### config.mk
export PLATFORM = sky130hd
export DESIGN_NAME = fetch_queue
export DESIGN_NICKNAME = d
export VERILOG_FILES = /design/src/rtl/fetch_queue.sv
export SDC_FILE = /design/constraint.sdc
export NUM_CORES = 1
export LEC_CHECK = 0
export ABC_AREA = 1
export BUFFER_PORTS_ARGS = -buffer_cell sky130_fd_sc_hd__buf_2
export CAP_MARGIN = 20
export CORE_ASPECT_RATIO = 0.6
export CORE_MARGIN = 2
export CORE_UTILIZATION = 55
export DETAILED_ROUTE_END_ITERATION = 16
export GPL_TIMING_DRIVEN = 0
export PLACE_DENSITY_LB_ADDON = 0.12
export RECOVER_POWER = 50
export SYNTH_ARGS = -nofsm -noshare
export SYNTH_HDL_FRONTEND = slang
export SYNTH_SLANG_ARGS = --single-unit
### constraint.sdc
create_clock -name clock -period 6.1 [get_ports clock]
set_input_delay 1.22 -clock clock [delete_from_list [all_inputs] [get_ports clock]]
set_output_delay 1.22 -clock clock [all_outputs]
set_load 0.01 [all_outputs]
### src/rtl/fetch_queue.sv
// Instruction-fetch front end: sequential request generation to an in-order memory,
// {pc, inst} FIFO towards decode, and redirect flush that drops in-flight responses.
module fetch_queue #(
    parameter int DEPTH = 4
) (
    input  logic        clock,
    input  logic        reset,
    output logic        imem_req,
    output logic [29:0] imem_addr,
    input  logic        imem_rvalid,
    input  logic [31:0] imem_rdata,
    output logic        inst_valid,
    output logic [31:0] inst,
    output logic [31:0] inst_pc,
    input  logic        inst_ready,
    input  logic        redirect,
    input  logic [31:0] redirect_pc,
    output logic        protocol_err
);
    localparam int PW = $clog2(DEPTH);
    localparam int CW = $clog2(DEPTH + 1);
    // discard can exceed DEPTH when redirects arrive faster than the memory drains
    localparam int DW = CW + 2;
    localparam logic [CW:0] DEPTH_W = (CW + 1)'(DEPTH);

    logic [31:0]   fetch_pc_q, fetch_pc_d;
    logic [31:0]   resp_pc_q, resp_pc_d;
    logic [CW-1:0] count_q, count_d;
    logic [CW-1:0] outstanding_q, outstanding_d;
    logic [DW-1:0] discard_q, discard_d;
    logic [PW-1:0] head_q, head_d;
    logic [PW-1:0] tail_q, tail_d;
    logic          err_q, err_d;
    logic [31:0]   fifo_pc_q   [DEPTH];
    logic [31:0]   fifo_inst_q [DEPTH];

    logic [CW:0]   credits_used;
    logic          do_pop, do_drop, do_push, spurious;
    logic [31:0]   redirect_pc_aligned;

    assign credits_used = {1'b0, count_q} + {1'b0, outstanding_q};
    assign imem_req     = !redirect && (credits_used < DEPTH_W);
    assign imem_addr    = fetch_pc_q[31:2];
    assign inst_valid   = (count_q != '0);
    assign inst         = inst_valid ? fifo_inst_q[head_q] : '0;
    assign inst_pc      = inst_valid ? fifo_pc_q[head_q] : '0;
    assign protocol_err = err_q;

    assign redirect_pc_aligned = redirect_pc & 32'hFFFF_FFFC;
    assign do_pop   = inst_valid && inst_ready;
    assign do_drop  = imem_rvalid && (discard_q != '0);
    assign do_push  = imem_rvalid && !do_drop && (outstanding_q != '0);
    assign spurious = imem_rvalid && (discard_q == '0) && (outstanding_q == '0);

    always_comb begin
        fetch_pc_d    = fetch_pc_q;
        resp_pc_d     = resp_pc_q;
        count_d       = count_q;
        outstanding_d = outstanding_q;
        discard_d     = discard_q;
        head_d        = head_q;
        tail_d        = tail_q;
        err_d         = err_q || spurious;
        if (redirect) begin
            fetch_pc_d    = redirect_pc_aligned;
            resp_pc_d     = redirect_pc_aligned;
            count_d       = '0;
            outstanding_d = '0;
            head_d        = '0;
            tail_d        = '0;
            discard_d     = discard_q + DW'(outstanding_q) - DW'(imem_rvalid && !spurious);
        end else begin
            if (imem_req) fetch_pc_d = fetch_pc_q + 32'd4;
            if (do_drop) discard_d = discard_q - DW'(1);
            if (do_push) begin
                resp_pc_d = resp_pc_q + 32'd4;
                tail_d    = tail_q + PW'(1);
            end
            if (do_pop) head_d = head_q + PW'(1);
            case ({do_push, do_pop})
                2'b10:   count_d = count_q + CW'(1);
                2'b01:   count_d = count_q - CW'(1);
                default: count_d = count_q;
            endcase
            case ({imem_req, do_push})
                2'b10:   outstanding_d = outstanding_q + CW'(1);
                2'b01:   outstanding_d = outstanding_q - CW'(1);
                default: outstanding_d = outstanding_q;
            endcase
        end
    end

    always_ff @(posedge clock or negedge reset) begin
        if (!reset) begin
            fetch_pc_q    <= '0;
            resp_pc_q     <= '0;
            count_q       <= '0;
            outstanding_q <= '0;
            discard_q     <= '0;
            head_q        <= '0;
            tail_q        <= '0;
            err_q         <= 1'b0;
        end else begin
            fetch_pc_q    <= fetch_pc_d;
            resp_pc_q     <= resp_pc_d;
            count_q       <= count_d;
            outstanding_q <= outstanding_d;
            discard_q     <= discard_d;
            head_q        <= head_d;
            tail_q        <= tail_d;
            err_q         <= err_d;
        end
    end

    // Storage needs no reset: entries are only visible through count_q.
    always_ff @(posedge clock) begin
        if (do_push && !redirect) begin
            fifo_pc_q[tail_q]   <= resp_pc_q;
            fifo_inst_q[tail_q] <= imem_rdata;
        end
    end
endmodule

=== After elaboration in Yosys (flattened, before gate mapping) ===
Memories as Yosys holds them, arrays and structs flattened.
Index checks and enable logic that the tools add are counted.
W data, S select, Z words.

* Bits in registers: 80
* Memory bits (writable): 256
* Output and inout bits: 97
* Memories: 2

{| class="wikitable"
|+ Memory list
! name !! words !! bits a word !! rd ports !! clocked after Yosys merged registers in !! write ports !! RTL line !! source
|-
| fifo_inst_q || 4 || 32 || 1 || 0 || 1 || 35 || <nowiki>logic [31:0] fifo_inst_q [DEPTH];</nowiki>
|-
| fifo_pc_q || 4 || 32 || 1 || 0 || 1 || 34 || <nowiki>logic [31:0] fifo_pc_q [DEPTH];</nowiki>
|}

* Add/sub/neg operators: 12
* Magnitude comparators: 1
* Eq/ne operators: 4
* Multiplexer cells: 18
* Reductions and logical operators: 24

{| class="wikitable"
|+ Operator list
! operator !! number
|-
| $mux W32 || 6
|-
| $add A32 B3 Y32 const B || 2
|-
| $pmux W3 S2 || 2
|-
| $reduce_bool A3 Y1 || 4
|-
| $mux W5 || 2
|-
| $logic_and A1 B1 Y1 || 9
|-
| $mux W2 || 4
|-
| $reduce_bool A2 Y1 || 4
|-
| $add A3 B1 Y3 const B || 2
|-
| $mux W3 || 2
|-
| $sub A3 B1 Y3 const B || 2
|-
| $add A5 B3 Y5 || 1
|-
| $logic_not A5 Y1 || 1
|-
| $reduce_bool A5 Y1 || 1
|-
| $sub A5 B1 Y5 || 1
|-
| $sub A5 B1 Y5 const B || 1
|-
| $add A2 B1 Y2 const B || 2
|-
| $add A3 B3 Y4 || 1
|-
| $eq A2 B1 Y1 const B || 2
|-
| $eq A2 B2 Y1 const B || 2
|-
| $lt A4 B3 Y1 const B || 1
|-
| $logic_not A1 Y1 || 3
|-
| $logic_not A3 Y1 || 1
|-
| $mux W1 || 2
|-
| $logic_or A1 B1 Y1 || 1
|}

=== Depth between registers and ports, before layout ===
Gate-level depths: netlist (run 1).

* Word-level depth: 8
* Mapped depth: 19

=== Least setup slack after synthesis (run 1) ===
OpenSTA, ideal clock, no wires.

* Kind: in2reg
* Start: input port redirect
* End: memory fifo_inst_q[0][0], enable pin
* Library setup time: 0.482 ns
* Arrival time: 4.371 ns
* Data required time: 5.618 ns
* Setup slack: 1.247 ns
* Stages: 5
* Buffers on the path: 2
* Cells stage by stage: inv_1 buf_2 nand2_1 buf_2 nor2_1

* Cells in the longest elaborated chain, start to end: 4

{| class="wikitable"
|+ RTL lines
! element !! RTL line !! source
|-
| from (decl) || 16 || <nowiki>input logic redirect,</nowiki>
|-
| $logic_not A1 Y1 || 117 || <nowiki>if (do_push && !redirect) begin</nowiki>
|-
| $logic_and A1 B1 Y1 || 117 ||
|-
| $mux W1 || 117 ||
|-
| $mux W1 (implied by the code) || 119 || <nowiki>fifo_inst_q[tail_q] <= imem_rdata;</nowiki>
|-
| to (decl) || 35 ||
|}

No other way between the ends.

=== Worst setup path after layout (run 1) ===
* Start: input port redirect
* End: output port imem_req

* Cells in the longest elaborated chain, start to end: 2

{| class="wikitable"
|+ RTL lines
! element !! RTL line !! source
|-
| $logic_not A1 Y1 || 42 || <nowiki>assign imem_req = !redirect && (credits_used < DEPTH_W);</nowiki>
|-
| $logic_and A1 B1 Y1 || 42 ||
|-
| to (decl) || 8 || <nowiki>output logic imem_req,</nowiki>
|}

No other way between the ends.

==> results.md, run 1 <==
Status:
- The flow ran to the end, and the final reports show no timing, DRC or antenna violations.

Global route:
- The number of antenna violations at the first check in global routing is 0.
- For this run the aggregate overflow at the end of global routing stands at 0.
- The first-pass GRT wire length is 62800 um.
- The number of global-route vias before repair came to 10900.
- The total track usage is 0.287.
- The pin count of the biggest net entering global routing is 62.

Worst setup path:
- The capturing element type of the critical path is a primary output.
- Data arrives at the worst endpoint at 3.06 ns.
- The maximum fanout along the worst path is 10.
- The setup path with the least slack is of type in -> out.
- The kind of launch point of the worst setup path is an input pin.
- STA puts the critical path data required time at 4.88 ns.

Die:
- The floorplan step set the die width to 217 um.
- The area of the core is 26600 um2.
- For this configuration, the core starts out at a cell density of 0.564.
- The die area is 28700 um2.
- 166 I/O pins were placed.
- The floorplan has 46 rows.
- The die height is 132 um.

Synth:
- The area fraction of the dominant cell type after synthesis is 0.496.
- The netlist uses 38 different library cells.
- The synthesized design contains 324 register bits.
- Counting flops with an async set or reset pin after synthesis yields a share of 0.235.
- A synthesized cell averages 9.52 um2.
- Of the total synthesized cell area, the portion taken by AND, OR, NAND and NOR gates is 0.217.
- The count of yosys warnings during synthesis is 0.
- Measured against the total synthesized area, the mux share comes to 0.000667.
- The number of enable flip-flop cells after synthesis is 248.
- After synthesis, the largest family of logic cells by area is simple AND/OR/NAND/NOR gates.
- The arithmetic-cell share of the synthesized area counting full adders, half adders and majority gates is 0.0182.
- The predominant post-synthesis flop cell is sky130_fd_sc_hd__edfxtp_1.
- Sorting the synthesized cells by area gives the leading types as sky130_fd_sc_hd__edfxtp_1 50%, sky130_fd_sc_hd__dfrtp_1 13%, sky130_fd_sc_hd__nor2_1 8.8%.
- The post-synthesis compound-gate area fraction is 0.0834.
- Synthesis produced a netlist whose cell count is 1576.
- Of all cell types, the one taking the most synthesized area is sky130_fd_sc_hd__edfxtp_1.
- The share of the Yosys chip area taken by registers is 0.623.
- The share of the synthesized netlist area taken by xor and xnor gates is 0.0146.
- After synthesis, the most frequently instantiated cells are 353 x sky130_fd_sc_hd__nor2_1, 341 x sky130_fd_sc_hd__nand2_1, 248 x sky130_fd_sc_hd__edfxtp_1, 145 x sky130_fd_sc_hd__o21ai_0, 84 x sky130_fd_sc_hd__inv_1.
- Among all cell types in the netlist, the one instantiated most often is sky130_fd_sc_hd__nor2_1.
- The area of the mapped netlist is 15000 um2.

Route:
- The first detailed-routing pass ran for 6 iterations.
- The final wirelength is 41700 um.
- For this run, design rule violations remaining after detail routing come to 0.
- Using the TritonRoute via totals, the vias-per-cell ratio works out to 5.55.
- The count of routing violations after the opening detailed-route iteration is 1289.
- After detailed routing, the average wire length per cell comes to 19.3 um.
- The number of nets with antenna violations after routing is 0.
- The count of vias placed by the detailed router is 12000.

CTS:
- The insertion delay of the later-clocked pin in the worst-skew pair is 0.57 ns.
- The number of gates resized after CTS was 0.
- The number of sinks handled by clock tree synthesis is 324.
- The H-tree level count is 1.
- The number of hold buffers added after CTS was 0.
- The post-CTS repair timing setup buffer count is 0.
- TritonCTS built the clock tree.
- CTS placed an instance of sky130_fd_sc_hd__clkbuf_16 at the clock tree root.
- The longest clock path from root to sink contains 3 buffers.
- The clock slew seen by the registers of the worst setup and hold paths is 0.07 ns.
- TritonCTS created 30 clock buffers.

Timing:
- The final-report max-slew violation count came to 0.
- Of the available clock period, the critical path in the final layout requires 0.702.
- The slew at the pin closest to its max-slew limit is 0.945 ns.
- Setup repair after global routing left no endpoint under its margin.
- Clock skew on the completed layout was measured at 0.0188 ns.
- The achievable clock frequency is 233 MHz.
- The hold violation total from the final report is 0.
- The worst path needs 4.28 ns of the cycle, external delays included.
- The normalized max-slew margin is 0.368.
- The worst hold slack after final layout is 0.500 ns.
- Setup violations remaining at the end of the flow were counted as 0.

Layout:
- Of the cells placed in the final design, the portion with a size suffix greater than 1 is 0.126.
- The number of nets at the end of the flow is 1868.
- From synthesis to final layout, the design area changed by 15.8%.
- The post-route non-filler standard cell count is 2162.
- Fill cells in the final layout number 2224.
- The number of diodes added for antenna fixing is 0.

Power and ir drop:
- The design internal power is 4380 uW.
- Power spread over the standard cell area amounts to 402 nW/um2.
- IR analysis of the VDD net gives a maximum drop of 0.248 mV.
- Of the total power, the share spent switching nets is 0.372.
- Of the total power, the clock network draws 0.268.
- In this run the static leakage power is 0.00687 uW.
- Of the total power, combinational logic draws 0.323.
- The share of total power dissipated in sequential elements is 0.409.
- The analysis attributes to net switching a power of 2600 uW.

Run:
- Max-cap violations in this run came to 0.

Hold path:
- The type of the most critical hold path is reg -> reg.

Place:
- The cell total after placement is 2107.
- The count of buffers from port buffering is 161.
- Detailed placement finished with a half-perimeter wire length of 29400 um.
- At the end of routability-driven placement, the weighted congestion stood at 0.976.
## worst paths after layout
path | from | to | slack (ns) | cells past startpoint
hold / removal | protocol_err | protocol_err | 0.50 | 1
setup reg to reg | discard_q[0] | fifo_pc_q[1][27] | 2.51 | 11
setup / recovery | redirect | imem_req | 1.82 | 6
hold reg to reg | protocol_err | protocol_err | 0.50 | 1
max in group asynchronous | reset | outstanding_q[0] | 4.47 | 2
min in group asynchronous | reset | fetch_pc_q[27] | 0.78 | 1
## state kept, by name, indices dropped and copies added (netlist names)
| name | cells |
|---|---|
| discard_q | 5 |
| head_q | 2 |
| fifo_pc_q | 120 |
| outstanding_q | 3 |
| count_q | 3 |
| tail_q | 2 |
| protocol_err | 1 |
| fifo_inst_q | 128 |
| resp_pc_q | 30 |
| fetch_pc_q | 30 |
## critical path: stages
cell	delay, ns
sky130_fd_sc_hd__clkbuf_1	0.10
sky130_fd_sc_hd__inv_1	0.13
sky130_fd_sc_hd__nand4_1	0.49
sky130_fd_sc_hd__inv_1	0.47
sky130_fd_sc_hd__clkbuf_1	0.43
sky130_fd_sc_hd__buf_2	0.22
## area by class of cell
class                           count  area [um2]  area share
Sequential cell                   324        9350       0.538
Multi-Input combinational cell   1095        5020       0.289
Timing Repair Buffer              170         958      0.0552
Clock buffer                       36         795      0.0457
Tap cell                          360         450      0.0259
Inverter                           94         353      0.0203
Buffer                             64         270      0.0156
Clock inverter                     19         173     0.00994
## per-stage QoR
stage | util | TNS (ns) | worst slack [ns] | cell area [um2] | power [uW]
2_1_floorplan | - | 0 | 1.25 | 15000 | 4220
3_3_place_gp | 0.611 | -222.12 | -1.00 | 16300 | 5080
4_1_cts | 0.656 | 0 | 2.17 | 17500 | 7010
5_1_grt | 0.653 | 0 | 1.66 | 17400 | 7370
6_report | 0.653 | 0 | 1.82 | 17400 | 6990
3_5_place_dp | 0.620 | 0 | 2.30 | 16500 | 5140
## cells in the final DEF (no fill, tap or decap), types with 5 or more instances in the layout
cell type                   netlist  routed
sky130_fd_sc_hd__nand3_1         83      84
sky130_fd_sc_hd__inv_2            8       7
sky130_fd_sc_hd__o21ai_0        145     149
sky130_fd_sc_hd__clkbuf_1        33      80
sky130_fd_sc_hd__nand4_1          6       7
sky130_fd_sc_hd__a21oi_1         70      70
sky130_fd_sc_hd__nor2_2           8       8
sky130_fd_sc_hd__clkinv_2         0       7
sky130_fd_sc_hd__dfrtp_1         76      76
sky130_fd_sc_hd__clkinv_1         2       7
sky130_fd_sc_hd__xor2_1          14      14
sky130_fd_sc_hd__nand2_1        341     341
sky130_fd_sc_hd__inv_1           84      85
sky130_fd_sc_hd__xnor2_1         11      11
sky130_fd_sc_hd__nor2_1         353     350
sky130_fd_sc_hd__ha_1            17      17
sky130_fd_sc_hd__edfxtp_1       248     248
sky130_fd_sc_hd__buf_12           0       7
sky130_fd_sc_hd__clkbuf_16        0      31
sky130_fd_sc_hd__buf_2           24     145
sky130_fd_sc_hd__nor2_4           1       5
sky130_fd_sc_hd__o211ai_1        12      12
## cells by family after synthesis
| family | Yosys count |
|---|---|
| and+or+nand+nor | 807 |
| DFF | 324 |
| AOI/OAI and AO/OA | 240 |
| buffers and inverters | 158 |
| xor gates and xnor gates | 25 |
| adders and majority gates | 20 |
| other | 1 |
| muxes | 1 |
## per-layer routing
layer,share of wire,global-route usage,routed length [um]
met4,0.017,0.0540,700
met2,0.41,0.392,17000
met1,0.46,0.458,19200
met5,0.0021,0.0217,87
met3,0.11,0.0777,4710
## power groups by stage
stage / Clock, uW / Sequential (uW) / Combinational [uW]
after global placement: 0 / 2890 / 2200
after global routing: 1980 / 2880 / 2510
after floorplan: 0 / 2860 / 1350
after CTS: 1890 / 2850 / 2270
final: 1870 / 2850 / 2260
after detailed placement: 0 / 2890 / 2250
Power figures use the tool's default switching activity.
==> run 2, diff against run 1 <==
CORE_UTILIZATION = 53   (was 55)
clock period = 3.8 ns   (was 6.1 ns; I/O delays follow)
==> run 2 against run 1 <==
Against the previous run:
- clock skew shrank 0.0054 ns
- critical path type is now reg -> out
- core utilization shrank 2.8 points
- clock-buffer cell count is the same
==> results.md, run 2 (synthesized netlist as in run 1, its figures left out) <==
Status:
- The run finished with clean final reports.

Worst setup path:
- Counting both buffers and inverters, the worst setup path holds a total of 3.
- The signal on the critical path passes through ha_1 > nor2_1 > nand4_1 > inv_1 > buf_2 > buf_2.
- The kind of launch point of the worst setup path is a flop.
- The critical-path cell with the highest stage delay is sky130_fd_sc_hd__nand4_1.
- Among the stages of the critical path, the cell type that occurs most often is sky130_fd_sc_hd__buf_2.
- The longest individual stage delay on the worst path is 0.49 ns.
- The worst endpoint required time is 3.04 ns.
- The largest delay contributor family on the critical path is buffers and inverters.
- STA puts the critical path data arrival time at 2.94 ns.
- The capturing element type of the critical path is a primary output.
- The worst setup path is of the reg -> out kind.
- The maximum fanout along the worst path is 10.

Layout:
- In the final layout, the registers with the most flip-flops are fifo_inst_q (128), fifo_pc_q (120).
- The register with the most flip-flops in the final layout is fifo_inst_q.
- For this run, the post-layout net count is 1868.
- In the layout the commonest cells are 350 x sky130_fd_sc_hd__nor2_1, 341 x sky130_fd_sc_hd__nand2_1, 248 x sky130_fd_sc_hd__edfxtp_1, 147 x sky130_fd_sc_hd__o21ai_0, 120 x sky130_fd_sc_hd__buf_2.
- At the end of the flow the core is filled with cells to 0.625.
- The flip-flop count of the largest register, all copies and words added is 128.
- The filler cells instantiated in the layout total 2300.
- After the flow finishes, the layout carries non-filler instances totaling 2171.
- In the final layout, the share of cells above drive strength 1 is 0.110.
- The combined flip-flop and latch cell area is 9350 um2.
- Relative to the synthesized area, the layout overhead comes to 15.4%.
- The area used by multi-input combinational logic is 5020 um2.
- The library cell used most frequently in the layout, excluding fill and tap cells, is sky130_fd_sc_hd__nor2_1.

CTS:
- Gates resized during post-CTS repair numbered 0.
- The number of buffers added to fix hold violations after cts is 0.
- For the worst-skew pair, the clock arrives at the later sink with an insertion delay of 0.56 ns.
- The total clock buffers created by CTS is 30.
- The number of sinks handled by clock tree synthesis is 324.
- TritonCTS built the clock tree.
- After clock tree synthesis, the clock-pin slew on the worst setup and hold paths is 0.07 ns.
- CTS built an H-tree with a depth of 1.
- The root cell of the clock tree is sky130_fd_sc_hd__clkbuf_16.
- After clock tree synthesis, the setup repair step added 0 buffers.
- The number of buffers on the longest clock path is 3.

Place:
- During placement, the flow inserted port buffers numbering 161.
- The cell total after placement is 2114.
- The global placer's final weighted congestion is 0.983.
- The estimated wirelength of the detail-placed design is 29000 um.

Power and ir drop:
- The register share of total power is 0.414.
- The share of total power in the clock network is 0.263.
- The internal portion of the total power is 6920 uW.
- Across the VDD grid, the largest voltage drop is 0.415 mV.
- The combinational share of power is 0.323.
- The power density normalized to cell area is 639 nW/um2.
- The leakage dissipation is 0.00678 uW.
- For this design the total switching power over the nets is 4150 uW.
- The post-layout total power is 11100 uW.
- Of the total power, the share spent switching nets is 0.375.

Timing:
- Summed over all failing endpoints, the final setup total negative slack is 0 ns.
- The final-report max-slew violation count is 0.
- The worst hold slack after final layout is 0.455 ns.
- The final number of setup-violating endpoints is 0.
- The hold violation total from the final report is 0.
- Setup repair after global routing left no endpoint under its margin.
- The normalized max-slew margin is 0.0373.
- Across the routed clock network, the largest skew measured is 0.0134 ns.
- For the finished layout, the period the worst path requires is 3.70 ns.
- The period utilization is 0.972.
- The slew at the pin closest to its max-slew limit is 1.44 ns.
- The achievable clock frequency is 271 MHz.

Die:
- The floorplan step defined a die boundary enclosing 29700 um2.
- In this run the count of I/O pins placed on the die edge is 166.
- From bottom edge to top edge, the die measures 134 um.
- The horizontal die dimension is 221 um.
- After floorplanning, the core was divided into 47 placement rows.
- The initial utilization of the core area, before any placement, comes to 0.542.
- The region available for standard cell placement spans 27700 um2.

Route:
- Once detail routing completed, the nets flagged for antenna violations numbered 0.
- The post-detailed-route DRC marker count is 0.
- The mean number of vias per cell is 5.50.
- The detailed router placed 11900 vias in this run.
- The number of search-and-repair iterations in the first detailed-routing pass is 5.
- The final layout contains routed wiring with a total length of 40900 um.
- The first routing iteration left 1287 violations.
- Dividing the detail-routed wire length by the instance count gives 18.9 um.

Global route:
- The number of antenna violations at the first check in global routing is 0.
- The pin count of the biggest net entering global routing is 52.
- The number of global-route vias before repair is 10700.
- The first-pass GRT wire length is 61700 um.
- Across every metal layer, demand over resource in global routing totals 0.271.
- The leftover overflow at the end of global routing is 0.

Run:
- Max-cap violations in this run came to 0.

Hold path:
- The path class of the tightest hold or removal check is in -> reg.
run 2: cell type report:
cell class                 count  area share
antenna                        1    0.000145
buffer                        64      0.0163
clock buffer                  36      0.0459
clock inverter                20     0.00774
inverter                      94      0.0204
multi-input combinational   1095       0.290
sequential                   324       0.540
tap                          367      0.0265
timing repair buffer         170      0.0528
run 2: worst paths after layout:
check	startpoint	end	slack [ns]	cells after the start
hold / removal	redirect_pc[28]	fetch_pc_q[28]	0.46	3
hold reg to reg	protocol_err	protocol_err	0.51	1
setup reg to reg	discard_q[0]	fifo_inst_q[1][23]	0.30	11
max in group asynchronous	reset	count_q[2]	1.20	2
setup / recovery	count_q[2]	imem_req	0.10	6
min in group asynchronous	reset	fetch_pc_q[27]	0.51	1
run 2: per-layer routing:
layer,part of all wire,routed length [um],GRT usage
met5,0,0,0
met4,0.016,639,0.0496
met3,0.11,4710,0.0765
met2,0.40,16300,0.365
met1,0.47,19300,0.434
run 2: tightest hold or removal path: stages:
cell and delay [ns]:
sky130_fd_sc_hd__buf_2 0.08, sky130_fd_sc_hd__nand2_1 0.06, sky130_fd_sc_hd__nand3_1 0.07
run 2: metrics by stage:
| step | cell area [um2] | worst slack, ns |
|---|---|---|
| CTS | 17400 | 0.302 |
| detailed placement | 16500 | 0.796 |
| global route | 17300 | 0.0756 |
| floorplan | 15000 | -0.593 |
| global placement | 16300 | -2.96 |
| finish | 17300 | 0.105 |
run 2: power groups by stage:
stage	Sequential (uW)	Clock [uW]	Combinational (uW)
global placement	4630	0	3540
finish	4580	2910	3580
CTS	4570	2940	3630
global route	4630	3070	3990
detailed placement	4630	0	3610
floorplan	4600	0	2170
